[src/rtl/usb_buffer_pkg.sv]
// Shared sizing constants for the USB receive/transmit byte buffers.
package usb_buffer_pkg;

  localparam int unsigned DEPTH_DEFAULT = 64;
  localparam int unsigned WORD_BYTES    = 4;

  // Occupancy must represent 0..depth inclusive, hence the extra bit.
  function automatic int unsigned occ_width(input int unsigned depth);
    return $clog2(depth) + 1;
  endfunction

endpackage

[src/rtl/fifo_byte_mem.sv]
// Byte-wide storage with a word-aligned 4-byte write port and a registered
// 1-byte read port.
module fifo_byte_mem
  import usb_buffer_pkg::*;
#(
  parameter int unsigned DEPTH = DEPTH_DEFAULT,
  parameter int unsigned AW    = $clog2(DEPTH),
  parameter int unsigned WAW   = AW - $clog2(WORD_BYTES)
) (
  input  logic                    clk,
  input  logic                    rst,
  input  logic                    we,
  input  logic [WAW-1:0]          waddr,
  input  logic [8*WORD_BYTES-1:0] wdata,
  input  logic                    re,
  input  logic [AW-1:0]           raddr,
  output logic [7:0]              rdata
);

  localparam int unsigned BW = $clog2(WORD_BYTES);

  logic [7:0] mem_q [DEPTH];
  logic [7:0] rdata_q;
  logic [7:0] rdata_d;

  // NOTE: the array carries no reset; every byte is written before it can be
  // read, and a reset here would turn the array into a large flop bank.
  always_ff @(posedge clk) begin
    if (we) begin
      for (int i = 0; i < int'(WORD_BYTES); i++) begin
        mem_q[{waddr, BW'(i)}] <= wdata[8*i +: 8];
      end
    end
  end

  always_comb begin
    rdata_d = rdata_q;
    if (re) rdata_d = mem_q[raddr];
  end

  always_ff @(posedge clk) begin
    if (rst) rdata_q <= 8'h00;
    else     rdata_q <= rdata_d;
  end

  assign rdata = rdata_q;

endmodule

[src/rtl/usb_rx_byte_fifo.sv]
// Receive FIFO: 32-bit words in from the USB receiver, bytes out to the host,
// with byte occupancy, sticky overflow/underflow, flush and clear.
module usb_rx_byte_fifo
  import usb_buffer_pkg::*;
#(
  parameter int unsigned DEPTH = DEPTH_DEFAULT,
  parameter int unsigned OCC_W = occ_width(DEPTH)
) (
  input  logic             clk,
  input  logic             rst,
  input  logic             w_enable,
  input  logic [31:0]      rcv_data,
  input  logic             flush,
  input  logic             clear,
  input  logic             rd_en,
  output logic [7:0]       rd_data,
  output logic             rd_valid,
  output logic [OCC_W-1:0] buffer_occupancy,
  output logic             full,
  output logic             empty,
  output logic             overflow,
  output logic             underflow
);

  localparam int unsigned AW  = $clog2(DEPTH);
  localparam int unsigned WAW = AW - $clog2(WORD_BYTES);

  // The write pointer is kept as a word index; its byte address is
  // {wr_ptr_q, 2'b00}, so word alignment holds by construction.
  logic [WAW-1:0]   wr_ptr_q, wr_ptr_d;
  logic [AW-1:0]    rd_ptr_q, rd_ptr_d;
  logic [OCC_W-1:0] occ_q, occ_d;
  logic             overflow_q, overflow_d;
  logic             underflow_q, underflow_d;
  logic             rd_valid_q, rd_valid_d;

  logic wr_room, rd_avail, wr_acc, rd_acc;

  // Acceptance looks only at the pre-cycle occupancy.
  assign wr_room  = occ_q <= OCC_W'(DEPTH - WORD_BYTES);
  assign rd_avail = occ_q != '0;
  assign wr_acc   = w_enable && wr_room  && !clear && !flush;
  assign rd_acc   = rd_en    && rd_avail && !clear && !flush;

  // NOTE: every signal gets its hold value first so no path leaves it
  // unassigned, which would otherwise infer a latch.
  always_comb begin
    wr_ptr_d    = wr_ptr_q;
    rd_ptr_d    = rd_ptr_q;
    occ_d       = occ_q;
    overflow_d  = overflow_q;
    underflow_d = underflow_q;
    rd_valid_d  = 1'b0;
    if (clear) begin
      wr_ptr_d    = '0;
      rd_ptr_d    = '0;
      occ_d       = '0;
      overflow_d  = 1'b0;
      underflow_d = 1'b0;
    end else if (flush) begin
      wr_ptr_d = '0;
      rd_ptr_d = '0;
      occ_d    = '0;
    end else begin
      if (w_enable && !wr_room) overflow_d  = 1'b1;
      if (rd_en && !rd_avail)   underflow_d = 1'b1;
      if (wr_acc) wr_ptr_d = wr_ptr_q + WAW'(1);
      if (rd_acc) begin
        rd_ptr_d   = rd_ptr_q + AW'(1);
        rd_valid_d = 1'b1;
      end
      occ_d = occ_q + (wr_acc ? OCC_W'(WORD_BYTES) : '0) - (rd_acc ? OCC_W'(1) : '0);
    end
  end

  // NOTE: sequential state uses non-blocking assignments so every flop
  // samples its pre-edge inputs regardless of statement order.
  always_ff @(posedge clk) begin
    if (rst) begin
      wr_ptr_q    <= '0;
      rd_ptr_q    <= '0;
      occ_q       <= '0;
      overflow_q  <= 1'b0;
      underflow_q <= 1'b0;
      rd_valid_q  <= 1'b0;
    end else begin
      wr_ptr_q    <= wr_ptr_d;
      rd_ptr_q    <= rd_ptr_d;
      occ_q       <= occ_d;
      overflow_q  <= overflow_d;
      underflow_q <= underflow_d;
      rd_valid_q  <= rd_valid_d;
    end
  end

  fifo_byte_mem #(
    .DEPTH (DEPTH)
  ) u_mem (
    .clk   (clk),
    .rst   (rst),
    .we    (wr_acc),
    .waddr (wr_ptr_q),
    .wdata (rcv_data),
    .re    (rd_acc),
    .raddr (rd_ptr_q),
    .rdata (rd_data)
  );

  assign rd_valid         = rd_valid_q;
  assign buffer_occupancy = occ_q;
  assign full             = occ_q == OCC_W'(DEPTH);
  assign empty            = occ_q == '0;
  assign overflow         = overflow_q;
  assign underflow        = underflow_q;

endmodule

[config.mk]
export PLATFORM = sky130hd
export DESIGN_NAME = usb_rx_byte_fifo
export DESIGN_NICKNAME = d
export VERILOG_FILES = /design/src/rtl/usb_buffer_pkg.sv /design/src/rtl/fifo_byte_mem.sv /design/src/rtl/usb_rx_byte_fifo.sv
export SDC_FILE = /design/constraint.sdc
export NUM_CORES = 1
export LEC_CHECK = 0
export BUFFER_PORTS_ARGS = -buffer_cell sky130_fd_sc_hd__buf_2
export CORE_MARGIN = 2
export CORE_UTILIZATION = 40
export CTS_CLUSTER_SIZE = 25
export DETAILED_ROUTE_END_ITERATION = 12
export GPL_ROUTABILITY_DRIVEN = 1
export GPL_TIMING_DRIVEN = 1
export MAX_ROUTING_LAYER = met4
export PLACE_DENSITY = 0.51
export SYNTH_ARGS = -nofsm -noshare
export SYNTH_HDL_FRONTEND = slang
export SYNTH_SLANG_ARGS = --single-unit
[constraint.sdc]
create_clock -name clk -period 8.7 [get_ports clk]
set_input_delay 1.74 -clock clk [delete_from_list [all_inputs] [get_ports clk]]
set_output_delay 1.74 -clock clk [all_outputs]
set_load 0.1 [all_outputs]
# == Yosys cells after proc, flatten, opt, wreduce, memory -nomap -nowiden ==
# Memories as Yosys holds them, arrays and structs flattened. A register that Yosys moved wholly into a read port is not among the register bits.
# Index checks and enable logic that the tools add are counted.
# classes
bitwise_logic,1
muxes,5
n_lt_le_gt_ge,1
n_addsub,4
eq_ne,1
reduce_logical,18
# ops
op,n
logical AND 1 bit,8
adder 7 x 3 -> 7 bit,1
== test 7 bit (second input constant),1
less-or-equal comparator 7 x 6 -> 1 bit (second input constant),1
zero test 7 bit,1
nonzero test 7 bit,1
subtractor 7 x 1 -> 7 bit,1
adder 6 x 1 -> 6 bit (second input constant),1
adder 4 x 1 -> 4 bit (second input constant),1
zero test 1 bit,4
two-way mux 1 bit,4
AND reduction 2 bit,2
two-way mux 3 bit,1
OR reduction 3 bit,1
OR reduction 2 bit,1
inverter 1 bit,1
# word_totals
mem_bits_rw,512
mem_count,1
output_inout_bits,20
regBits,20
word_cells,37
# mem_list
memory,depth,word_bits,read_ports,rd_ports_with_merged_regs,write_ports,line_no,text
u_mem.mem_q,64,8,1,1,4,fifo_byte_mem.sv:22,logic [7:0] mem_q [DEPTH];

# == Logic depth before layout (Yosys ltp) ==
# depth
depth_word,7
depth_mapped,15
mapped_depth_nobuf,15

# == Hierarchy ==
# From an unflattened synthesis, not the netlist that was laid out.
# unflattened
hier_cells,1089
hier_area_um2,21047.7
# by_module_without_submodules
mod,cells_each,n_inst,seq_area_each_um2,area_each_um2
fifo_byte_mem,964,1,15534.9,19910.3
usb_rx_byte_fifo,125,1,400.4,1137.3

# == Least setup slack after synthesis ==
# No wires, ideal clock.
# synth_timing
path_type,input to register
start,in clear
end,"mem u_mem.mem_q[12][0], enable pin"
t_required_ns,8.239
stages,3
path_slack_ns,3.630
n_path_buf,0
arrival_ns,4.609
cell_sequence,nor4b_4 > nand2_1 > nor3_1
# synth_rtl
element,line_no,text
from (decl),usb_rx_byte_fifo.sv:14,"input logic clear,"
to (decl),fifo_byte_mem.sv:22,

# == Worst setup path after layout ==
# layout_timing
start,reg occ_q[3] (netlist: buffer_occupancy[3])
end,out empty
# layout_via
elab_chain_cells,1
# layout_rtl
element,line_no,text
from (decl),usb_rx_byte_fifo.sv:32,"logic [OCC_W-1:0] occ_q, occ_d;"
from (signal assigned),usb_rx_byte_fifo.sv:82,occ_q <= '0;
from (signal assigned),usb_rx_byte_fifo.sv:89,occ_q <= occ_d;
zero test 7 bit,usb_rx_byte_fifo.sv:112,assign empty = occ_q == '0;
to (decl),usb_rx_byte_fifo.sv:20,"output logic empty,"
# Every way passes these cells.

==> results.cfg <==
[sta]
setup_ws_ns = 4.81
final.setup.tns_ns = 0
rsz0062_at_grt = no
period_share = 0.447
slew_violations = 0
min_period_ns = 3.89
worst_pin_slew_ns = 1.14
timing.fmax_mhz = 257
skew_ns = 0.0166
max-slew-margin-rel = 0.239
final-setup-viol-count = 0
hold_viol = 0

[pwr]
p_sw_uw = 1090
p_leak_uw = 0.00725
p_per_area_nw_per_um2 = 221
p_int_uw = 4170
pwr-share-comb = 0.026
peakVddDrop_v = 0.000135
p_sw_frac = 0.208
p_seq_frac = 0.542
clockPowerShare = 0.431

[clock_network]
cts-htree-levels = 2
postCtsHoldBufs = 0
ctsResizeCount = 0
tritoncts = built
cts_buffers = 56
cts_max_path_buffers = 3
post_cts_buffers = 0
cts.clk_slew.worst_paths_ns = 0.06
cts_root_buf = clkbuf_16
clk_latency_ns = 0.61
cts_sinks = 540

[setup_path]
cp_cell_sequence = nor4_2 > nand3_1 > inv_1 > buf_2
critPathLaunchType = flop
critPathTopFamily = simple AND/OR/NAND/NOR gates
arrival_ns = 2.15
required_ns = 6.96
cpMaxStageDelayCell = nor4_2
worst-path-max-fanout = 6
cp_slowest_stage_delay_ns = 0.50
end_kind = output port
reg2regPathDepth = 7
startpoint = buffer_occupancy[3]$_SDFF_PP0_
r2r_start = rd_ptr_q[2]$_SDFFE_PP0P_
regToRegEndpoint = u_mem.rdata[1]$_SDFFE_PP0P_
critPathKind = flop to output port
crit_end = empty
path_depth = 4
worst-path-buf-inv = 2
rrSetupSlack_ns = 5.00

[route]
ant_nets = 0
first_pass_iters = 5
route.vias.total = 10387
initialDrtViolationCount = 768
via_per_inst = 5.59
wirelength_um = 52000
post-route-drc-count = 0
wire_per_inst_um = 28.0

[synth]
synth_cell_types = 47
synth_nets = 1108
netlist_area_sq_um = 21000
yosys_warnings = 0
seq_area_frac_synth = 0.757
ys_async_sr_fraction = 0
synthTopCellsByCount = edfxtp_1, mux4_2, mux2i_1
ys.flop_type = edfxtp_1
synth_top_area_share = 0.730
synth_area_leaders = edfxtp_1, mux4_2, mux2i_1
ys_seq_elements = 540
synth.avg_cell_area_sq_um = 20.0
netlist_instances = 1053
synth_most_common_cell = edfxtp_1
synth_edf_count = 512
synth_top_area_cell = edfxtp_1

[cells_and_area]
drive_above_1_share = 0.250
utilization = 0.455
final_area_sq_um = 23800
nNetsFinal = 1181
multi_input_area_sq_um = 4830
seq_area_sq_um = 15900
n_fill_cell = 4489
diodes = 0
area.growth.synth_to_final_pct = 13.1

[die]
initial_core_util = 0.402
core-area_sq_um = 52300
die_x_um = 233
boundaryPins = 58
die_h_um = 233
core.rowCount = 84
die-area_sq_um = 54500

[place]
dpl_cell_area_sq_um = 22100
portBuffers = 57
post-place-ws_ns = 4.39
dp_hpwl_um = 29200
gp_congestion = 0.740

[hold_path]
hold_class = flop to flop

[global_route]
grt_pass1_vias = 10618
grtUsageTotal = 0.201
grt_start_max_net_pins = 51
grt_overflow_total = 0
grt_first_pass_wirelength_um = 75100
antenna_found_initial = 0

[status]
outcome = complete, no violations

[flow_run]
maxCapViolCount = 0
==> worst min-delay path by stage <==
| stage | startpoint | slack (ns) | depth (start not counted) | endpoint |
|---|---|---|---|---|
| 2_1_floorplan | rd_ptr_q[5]$_SDFFE_PP0P_ | 0.51 | 2 | rd_ptr_q[5]$_SDFFE_PP0P_ |
| 3_3_place_gp | u_mem.rdata[5]$_SDFFE_PP0P_ | 0.50 | 2 | u_mem.rdata[5]$_SDFFE_PP0P_ |
| 3_5_place_dp | underflow$_SDFFE_PP0P_ | 0.51 | 2 | underflow$_SDFFE_PP0P_ |
| 4_1_cts | u_mem.rdata[5]$_SDFFE_PP0P_ | 0.53 | 2 | u_mem.rdata[5]$_SDFFE_PP0P_ |
| 5_1_grt | underflow$_SDFFE_PP0P_ | 0.56 | 2 | underflow$_SDFFE_PP0P_ |
| 6_report | u_mem.rdata[5]$_SDFFE_PP0P_ | 0.51 | 2 | u_mem.rdata[5]$_SDFFE_PP0P_ |
==> worst min-delay path, cell delays in order (launching register included) <==
cell	delay, ns
dfxtp_1	0.33
nand2_1	0.06
nand3_1	0.06
==> power groups by stage <==
stage | clock network [uW] | logic [uW] | registers (uW)
finish | 2270 | 139 | 2850
global route | 2420 | 149 | 2850
CTS | 2320 | 143 | 2850
detailed placement | 0 | 142 | 2910
global placement | 0 | 141 | 2910
floorplan | 0 | 43.0 | 2920
==> registers in the layout, summed over array words and instances, names as in the netlist <==
register          cells
u_mem.mem_q         512
u_mem.rdata           8
buffer_occupancy      7
rd_ptr_q              6
wr_ptr_q              4
overflow              1
rd_valid              1
underflow             1
==> cells by family after synthesis <==
kind of cell             share of synthesized area
AO/OA/AOI/OAI                               0.0407
flip-flops                                   0.757
XOR/XNOR                                   0.00499
multiplexers                                 0.146
buffers and inverters                       0.0191
AND/OR/NAND/NOR                             0.0216
adder cells (fa/ha/maj)                     0.0105
==> area by class of cell <==
cell class,count,area share
Multi-Input combinational cell,438,0.203
Tap cell,688,0.0362
Clock buffer,79,0.0651
Sequential cell,540,0.670
Inverter,20,0.00315
Timing Repair Buffer,70,0.0161
Clock inverter,23,0.00704
==> metal layers <==
metal	track usage	vias up	share of wire
met5	-	-	0
met4	0.0676	0	0.028
met3	0.0297	74	0.052
met2	0.302	292	0.46
met1	0.283	5551	0.46
li1	-	4470	-
==> cell usage in the layout (no fill, tap or decap), types with 6 or more instances in the layout <==
cell type | synthesis | layout
mux2i_1 | 72 | 72
nand3_1 | 7 | 6
dfxtp_1 | 28 | 24
inv_1 | 19 | 19
nand2_1 | 18 | 18
xor2_1 | 6 | 6
buf_4 | 11 | 13
clkinv_1 | 1 | 10
o21ai_1 | 16 | 16
mux2_2 | 29 | 29
clkinv_2 | 0 | 8
xnor2_1 | 6 | 6
o221ai_1 | 23 | 23
clkbuf_16 | 0 | 57
buf_2 | 14 | 57
a22oi_1 | 15 | 15
o31ai_1 | 7 | 7
o21ai_0 | 8 | 8
ha_1 | 16 | 16
clkbuf_1 | 18 | 18
a21oi_1 | 26 | 26
nor2_1 | 40 | 28
edfxtp_1 | 512 | 512
nor2_4 | 0 | 12
o22ai_1 | 15 | 15
a32oi_1 | 8 | 8
mux4_2 | 90 | 90
==> per-stage QoR <==
step / total power (uW) / cells / hold WS, ns
after floorplan: 2970 / 1053 / 0.513
after global placement: 3050 / 1756 / 0.504
after detailed placement: 3050 / 1756 / 0.515
after CTS: 5310 / 1858 / 0.528
after global routing: 5430 / 1858 / 0.564
final: 5260 / 1858 / 0.509
No activity file was read; power rests on OpenSTA's default activity.
